==> src/rtl/controle_tentativas.sv <==
// controle_tentativas: ENTER-button attempt controller for the bomb game.
// Debounces the raw button, accepts one attempt per press, counts wrong
// attempts, requests time penalties from the timer and enforces a lockout.
//
// state      | meaning
// -----------+--------------------------------------------------------
// IDLE       | no phase running, presses ignored
// PRONTO     | waiting for a press; accepts and grades attempts
// PENALIDADE | pen_req raised, waiting for the timer's pen_ack
// BLOQUEIO   | lockout window after a penalty, counting tick_1ms strobes
// ESGOTADO   | attempts exhausted, sticky until reset
module controle_tentativas #(
  parameter int DEBOUNCE_MS = 20,
  parameter int LOCKOUT_MS  = 1000,
  parameter int MAX_TENT    = 7,
  parameter int PENALTY_DS  = 50
) (
  input  logic       clk,
  input  logic       reset,
  input  logic       tick_1ms,
  input  logic       fase_ativa,
  input  logic       enter_raw,
  input  logic       tentativa_ok,
  output logic       accept,
  output logic       erro,
  output logic       pen_req,
  input  logic       pen_ack,
  output logic [7:0] pen_ds,
  output logic       bloqueado,
  output logic [3:0] tent_restantes,
  output logic       esgotado
);

  typedef enum logic [2:0] {
    IDLE,
    PRONTO,
    PENALIDADE,
    BLOQUEIO,
    ESGOTADO
  } state_t;

  localparam logic [15:0] DEB_LIMIT  = 16'(DEBOUNCE_MS);
  localparam logic [15:0] LOCK_INIT  = 16'(LOCKOUT_MS);
  localparam logic [3:0]  TENT_INIT  = 4'(MAX_TENT);
  localparam logic [11:0] PEN_BASE   = 12'(PENALTY_DS);

  state_t      state, state_nx;
  logic        sync_q1, sync;
  logic        debounced, debounced_q, press_evt;
  logic [15:0] deb_cnt;
  logic [15:0] lock_cnt;
  logic [3:0]  erros;
  logic [3:0]  erros_nx;
  logic [11:0] pen_prod;
  logic [7:0]  pen_sat;
  logic        wrong;
  logic        lock_done;

  // Two-flop synchronizer for the asynchronous button level.
  always_ff @(posedge clk) begin
    if (reset) begin
      sync_q1 <= 1'b0;
      sync    <= 1'b0;
    end else begin
      sync_q1 <= enter_raw;
      sync    <= sync_q1;
    end
  end

  // Debounce: the synchronized level must differ from the held level for
  // DEBOUNCE_MS consecutive ms strobes before it is taken.
  always_ff @(posedge clk) begin
    if (reset) begin
      deb_cnt   <= '0;
      debounced <= 1'b0;
    end else if (sync == debounced) begin
      deb_cnt <= '0;
    end else if (tick_1ms) begin
      if (deb_cnt + 16'd1 >= DEB_LIMIT) begin
        debounced <= sync;
        deb_cnt   <= '0;
      end else begin
        deb_cnt <= deb_cnt + 16'd1;
      end
    end
  end

  // Registered rising-edge detect: one press event per debounced press.
  always_ff @(posedge clk) begin
    if (reset) begin
      debounced_q <= 1'b0;
      press_evt   <= 1'b0;
    end else begin
      debounced_q <= debounced;
      press_evt   <= debounced & ~debounced_q;
    end
  end

  // Penalty grows with the wrong-attempt count and saturates at 255 ds.
  always_comb begin
    erros_nx = erros + 4'd1;
    pen_prod = PEN_BASE * {8'd0, erros_nx};
    pen_sat  = (pen_prod > 12'd255) ? 8'hFF : pen_prod[7:0];
  end

  // State register.
  always_ff @(posedge clk) begin
    if (reset) state <= IDLE;
    else       state <= state_nx;
  end

  // Next-state decode and attempt grading; fase_ativa loss aborts everything
  // except the sticky exhausted state.
  always_comb begin
    state_nx  = state;
    accept    = 1'b0;
    wrong     = 1'b0;
    lock_done = tick_1ms && (lock_cnt == 16'd1);
    case (state)
      IDLE: begin
        if (fase_ativa) state_nx = PRONTO;
      end
      PRONTO: begin
        if (!fase_ativa) begin
          state_nx = IDLE;
        end else if (press_evt) begin
          accept = 1'b1;
          if (!tentativa_ok) begin
            wrong    = 1'b1;
            state_nx = (tent_restantes == 4'd1) ? ESGOTADO : PENALIDADE;
          end
        end
      end
      PENALIDADE: begin
        if (!fase_ativa)  state_nx = IDLE;
        else if (pen_ack) state_nx = BLOQUEIO;
      end
      BLOQUEIO: begin
        if (!fase_ativa)    state_nx = IDLE;
        else if (lock_done) state_nx = PRONTO;
      end
      ESGOTADO: state_nx = ESGOTADO;
      default:  state_nx = IDLE;
    endcase
  end

  // pen_req is gated by fase_ativa so an aborted penalty drops at once.
  always_comb begin
    pen_req   = (state == PENALIDADE) && fase_ativa;
    bloqueado = (state == PENALIDADE) || (state == BLOQUEIO);
    esgotado  = (state == ESGOTADO);
  end

  // Attempt bookkeeping, penalty amount and lockout down-counter.
  always_ff @(posedge clk) begin
    if (reset) begin
      erro           <= 1'b0;
      erros          <= '0;
      tent_restantes <= TENT_INIT;
      pen_ds         <= '0;
      lock_cnt       <= '0;
    end else begin
      erro <= wrong;
      if (wrong) begin
        erros          <= erros_nx;
        tent_restantes <= tent_restantes - 4'd1;
        if (state_nx == PENALIDADE) pen_ds <= pen_sat;
      end
      if (state != BLOQUEIO)  lock_cnt <= LOCK_INIT;
      else if (tick_1ms)      lock_cnt <= lock_cnt - 16'd1;
    end
  end

endmodule

==> config.mk <==
export PLATFORM = sky130hd
export DESIGN_NAME = controle_tentativas
export DESIGN_NICKNAME = d
export VERILOG_FILES = /design/src/rtl/controle_tentativas.sv
export SDC_FILE = /design/constraint.sdc
export NUM_CORES = 1
export LEC_CHECK = 0
export ABC_AREA = 1
export BUFFER_PORTS_ARGS = -buffer_cell sky130_fd_sc_hd__buf_2
export CAP_MARGIN = 20
export CORE_MARGIN = 2
export CORE_UTILIZATION = 50
export DETAILED_ROUTE_END_ITERATION = 10
export PLACE_DENSITY = 0.78
export SYNTH_ARGS = -nofsm -noshare
export SYNTH_HDL_FRONTEND = slang
export SYNTH_SLANG_ARGS = --single-unit
export TNS_END_PERCENT = 10
==> constraint.sdc <==
create_clock -name clk -period 2.38 [get_ports clk]
set_input_delay 0.238 -clock clk [delete_from_list [all_inputs] [get_ports clk]]
set_output_delay 0.238 -clock clk [all_outputs]
set_load 0.02 [all_outputs]
==> Yosys cells after proc, flatten, opt, wreduce, memory -nomap -nowiden <==
Cells that the tools add are included.
W data, S select, Z words.
{ "op_classes": {"n_bitwise": 3, "n_lt_le_gt_ge": 2, "n_mul": 1, "addsub": 4, "div": 0, "eq_ne": 9, "shifts": 0, "mux": 21, "reduce_logical": 9} }
{ "op_table": {"columns": ["op", "count"], "rows": [
  ["$mux W3", 9],
  ["$mux W10", 2],
  ["$add A16 B1 Y16 const B", 1],
  ["$eq A16 B1 Y1 const B", 1],
  ["$ge A16 B5 Y1 const B", 1],
  ["$mux W16", 1],
  ["$sub A16 B1 Y16 const B", 1],
  ["$pmux W3 S5", 1],
  ["$gt A10 B8 Y1 const B", 1],
  ["$eq A3 B2 Y1 const B", 3],
  ["$mul A5 B4 Y9 const A", 1],
  ["$mux W8", 1],
  ["$mux W1", 7],
  ["$add A4 B1 Y4 const B", 1],
  ["$eq A4 B1 Y1 const B", 1],
  ["$reduce_or A2 Y1", 2],
  ["$sub A4 B1 Y4 const B", 1],
  ["$eq A3 B1 Y1 const B", 1],
  ["$eq A3 B3 Y1 const B", 1],
  ["$logic_not A3 Y1", 1],
  ["$ne A3 B2 Y1 const B", 1],
  ["$reduce_and A3 Y1", 1],
  ["$logic_and A1 B1 Y1", 2],
  ["$not A1 Y1", 2],
  ["5 further kinds", 5]
]} }
{ "totals": {"rom_bits": 0, "input_bits": 7, "ff_bits": 57, "elab_cells": 62, "latch_bits": 0, "ram_bits": 0, "mem_count": 0, "output_inout_bits": 17} }

==> Logic depth before layout (Yosys ltp) <==
{ "logic_depth": {"word_depth": 8, "mapped_depth": 14, "ltp_nobuf": 14} }

==> Least setup slack after synthesis <==
Ideal clock, no wire load.
{ "synth_path": {"kind": "register -> register", "startpoint": "register erros[0]", "endpoint": "register pen_ds[4]", "path_slack_ps": -195, "n_path_buf": 0, "required_time_ps": 2264, "stages_incl_launch_ff": 13, "synth_period_minus_slack_ps": 2575, "setup_time_ps": 116, "t_arrival_ps": 2458, "path_cell_list": "dfxtp_1 ha_1 xnor2_1 inv_1 ha_1 fa_1 a31o_2 xnor2_1 nand3_2 clkinv_1 o21ai_1 o211ai_1 inv_1"} }
{ "synth_between": {"elab_chain_len": 4} }
{ "synth_lines": {"columns": ["element", "line", "text"], "rows": [
  ["from (decl)", "52", "logic [3:0] erros;"],
  ["from (signal assigned)", "165", "erros <= erros_nx;"],
  ["$add A4 B1 Y4 *", "101", "erros_nx = erros + 4'd1;"],
  ["net erros_nx[2]", "53", "logic [3:0] erros_nx;"],
  ["$mul A5 B4 Y9 *", "102", "pen_prod = PEN_BASE * {8'd0, erros_nx};"],
  ["$gt A10 B8 Y1", "103", "pen_sat = (pen_prod > 12'd255) ? 8'hFF : pen_prod[7:0];"],
  ["$mux W8 *", "103", null],
  ["to (signal assigned)", "167", "if (state_nx == PENALIDADE) pen_ds <= pen_sat;"],
  ["to (decl)", "28", "output logic [7:0] pen_ds,"]
]} }
The timed path passes the listed nets; every way through them passes the cells marked *.
A chain may end at the register's enable or synchronous reset.

==> Worst setup path in the final report <==
{ "layout_path": {"startpoint": "register erros[1]", "endpoint": "register pen_ds[4]"} }
{ "layout_between": {"elab_chain_len": 4} }
{ "layout_lines": {"columns": ["element", "line"], "rows": [
  ["$add A4 B1 Y4 *", "101"],
  ["$mul A5 B4 Y9 *", "102"],
  ["$gt A10 B8 Y1", "103"],
  ["$mux W8 *", "103"]
]} }
Mark *: on every way between the ends. The rest lies on a longest branch, timed or not.

==> run_results.csv <==
group,metric,value,unit
logic_synthesis,synth-seq-area-share,39.1,%
layout,postLayoutCoreUtil,63.7,%
clock_network,cts.clk_slew.worst_paths,0.07,ns
logic_synthesis,netlist_area,2920,µm²
pwr,p_sw,425,µW
critical_path,arrival,2.59,ns
timing,drv_slew,0,
critical_path,crit_path_max_fanout,5,
pwr,p_sw_share,20.0,%
logic_synthesis,synthFlopType,"dfxtp_1",
critical_path,path_cells,"buf_4 -> ha_4 -> xor2_1 -> ha_2 -> fa_2 -> a31o_4 -> xnor2_2 -> nand3_2 -> clkinv_2 -> o21ai_1 -> o211ai_1 -> inv_1",
logic_synthesis,syn_area_per_cell,7.15,µm²
clock_network,cts_setup_buffers,0,
timing,tightest_slew,0.458,ns
floorplan,core_area,5570,µm²
logic_synthesis,syn_inst,408,
timing,fmax,0.423,GHz
run,cap_violations,0,
timing,finClkSkew,0.00646,ns
outcome,run_status,"complete, no violations",
layout,fill_cells,456,
logic_synthesis,synthTopCellsByArea,"dfxtp_1, nand2_1, inv_1",
timing,slew_headroom,69.4,%
logic_synthesis,synth-edff-count,0,
critical_path,cp-end-kind,"register",
pwr,cellPowerDensity,599,nW/µm²
floorplan,dieHeight,80.4,µm
clock_network,cts_max_path_buffers,2,
clock_network,cts_tree,"done",
pwr,ir_drop,0.470,mV
layout,design_area,3550,µm²
pwr,total_power,2130,µW
drt,first_iter_violations,111,
pwr,p_clk_share,52.0,%
clock_network,clk_latency,0.34,ns
layout,n_antenna_cell,0,
critical_path,reg2reg_slack,0.02,ns
timing,fin_tns_setup,0,ns
floorplan,die_w,80.4,µm
global_routing,antenna_found_initial,0,
drt,avgViaCountPerCell,4.91,
logic_synthesis,yosysWarningCount,0,
pwr,pwr-share-comb,2.6,%
critical_path,critical_path.max_stage_delay,0.39,ns
floorplan,die-area,6460,µm²
floorplan,initial_utilization,52.4,%
placement,dpl.hpwl,4400,µm
logic_synthesis,ys_seq_elements,57,
layout,synthToLayoutAreaGrowth,21.6,%
logic_synthesis,yosys.cell_types.count,39,
logic_synthesis,synth_top_area_cell,"dfxtp_1",
drt,drc,0,
drt,dr.pass1.iters,4,
global_routing,grt_pass1_vias,2396,
clock_network,root_buffer,"clkbuf_8",
drt,ant_nets,0,
drt,totalWireLength,6110,µm
layout,fin_nets,470,
floorplan,rows,27,
placement,dpl_cell_area,3270,µm²
drt,wl_per_cell,11.6,µm
logic_synthesis,async_flop_share,0,%
layout,drive_above_1_share,18.3,%
clock_network,htreeDepth,3,
clock_network,cts_buffers,9,
placement,io_buffers,23,
clock_network,cts_sinks,57,
critical_path,critPathSlowestCell,"fa_2",
pwr,p_int,1700,µW
hold_path,hold_path_class,"input port to register",
global_routing,grtUsageTotal,21.2,%
pwr,p_leak,0.00162,µW
critical_path,crit_required,2.61,ns
timing,fin_crit,2.36,ns
drt,via_count,2578,
timing,post-route-period-util,99.2,%
global_routing,grt_max_degree,18,
global_routing,grt_overflow,0,
pwr,seq_power_share,45.4,%
timing,setup_viol,0,
timing,hold_viol,0,
critical_path,crit_type,"register to register",
critical_path,startpoint_type,"register",
placement,finalWeightedCongestion,0.871,
floorplan,ios,24,
timing,rsz0062_at_grt,"true",
logic_synthesis,synth_fp_nets,430,
logic_synthesis,synth_top_area_share,39.1,%
global_routing,grt_first_pass_wirelength,10600,µm
-- cell type report --
type                    count  area (µm²)  area share, %
multi-input cells         274        1600           45.1
flip-flops and latches     57        1150           32.3
inverters                  72         272           7.65
repair buffers             34         198           5.57
clock buffers              11         141           3.98
clock inverters             5         103           2.89
well taps                  72        90.1           2.54
-- worst paths after layout --
check                             start  cells past startpoint                endpoint
setup / recovery  erros[1]$_SDFFE_PP0P_                     12  pen_ds[4]$_SDFFE_PP0P_
hold / removal                enter_raw                      3      sync_q1$_SDFF_PP0_
setup reg to reg  erros[1]$_SDFFE_PP0P_                     12  pen_ds[4]$_SDFFE_PP0P_
hold reg to reg      sync_q1$_SDFF_PP0_                      2         sync$_SDFF_PP0_
-- critical path, delay by kind of cell (launching register included) --
family	cells	cell delay, ns
fa+ha+maj	3	0.81
xor+xnor	2	0.30
compound gates	3	0.39
simple gates	1	0.14
buf+inv	3	0.29
flops	1	0.34
-- synth_stat cells (2+ instances only) --
master / instances
o21ai_0: 21
nor3_1: 6
nor2_2: 6
a21oi_1: 21
dfxtp_1: 57
nand2_1: 74
nand3_2: 2
ha_1: 14
nand4_1: 8
nor2_1: 59
o21ai_1: 4
o21a_1: 2
o211ai_1: 4
nand3_1: 18
o22ai_1: 2
xor2_1: 7
o221ai_1: 3
inv_1: 71
nand2_2: 3
a211oi_1: 2
a31oi_1: 3
xnor2_1: 4
-- cell usage in the layout, fill, tap and decap left out, drive strengths merged, types with 11 or more instances in the layout --
cell type and instances:
o21ai 26, buf 34, clkbuf 11, nand2 77
inv 71, a21oi 22, nand3 20, dfxtp 57
ha 14, nor2 66
-- metrics by stage --
step | worst slack, ns | instances | hold slack (ns)
3_5_place_dp | -0.0617 | 509 | 0.396
5_1_grt | -0.128 | 525 | 0.117
3_3_place_gp | -0.00127 | 509 | 0.393
4_1_cts | 0.0118 | 525 | 0.0998
2_1_floorplan | 0.00749 | 408 | 0.345
6_report | 0.0185 | 525 | 0.115
-- power groups by stage --
stage / Combinational (µW) / Clock (µW) / Sequential (µW)
after floorplan: 40.5 / 0 / 986
after global placement: 53.9 / 0 / 987
after detailed placement: 54.5 / 0 / 987
after CTS: 54.8 / 1130 / 966
after global routing: 62.3 / 1170 / 966
final: 55.2 / 1110 / 966
-- logic make-up after synthesis --
group           share of synthesized area [%]
compound gates                           13.1
xor+xnor                                 3.30
fa+ha+maj                                6.69
buf+inv                                  10.2
flops                                    39.1
simple gates                             27.6
-- registers in the layout, indices dropped and copies added, names as in the netlist --
register	flops
deb_cnt	16
debounced	1
debounced_q	1
erro	1
erros	4
lock_cnt	16
pen_ds	8
press_evt	1
state	3
sync	1
sync_q1	1
tent_restantes	4
-- routing by layer --
layer	global-route usage, %	vias to the layer above	routed length, µm
met5	0	-	0
met4	10.8	0	110
met3	4.83	13	212
met2	33.9	36	2860
met1	26.6	1143	2920
li1	-	1386	-
-- what timing repair did --
action / in CTS / in global routing
hold buffers: 0 / 0
gates resized for setup: 2 / 3
setup endpoints to repair: 8 / 8
pin swaps: 5 / 9
Power figures use the tool's default switching activity.
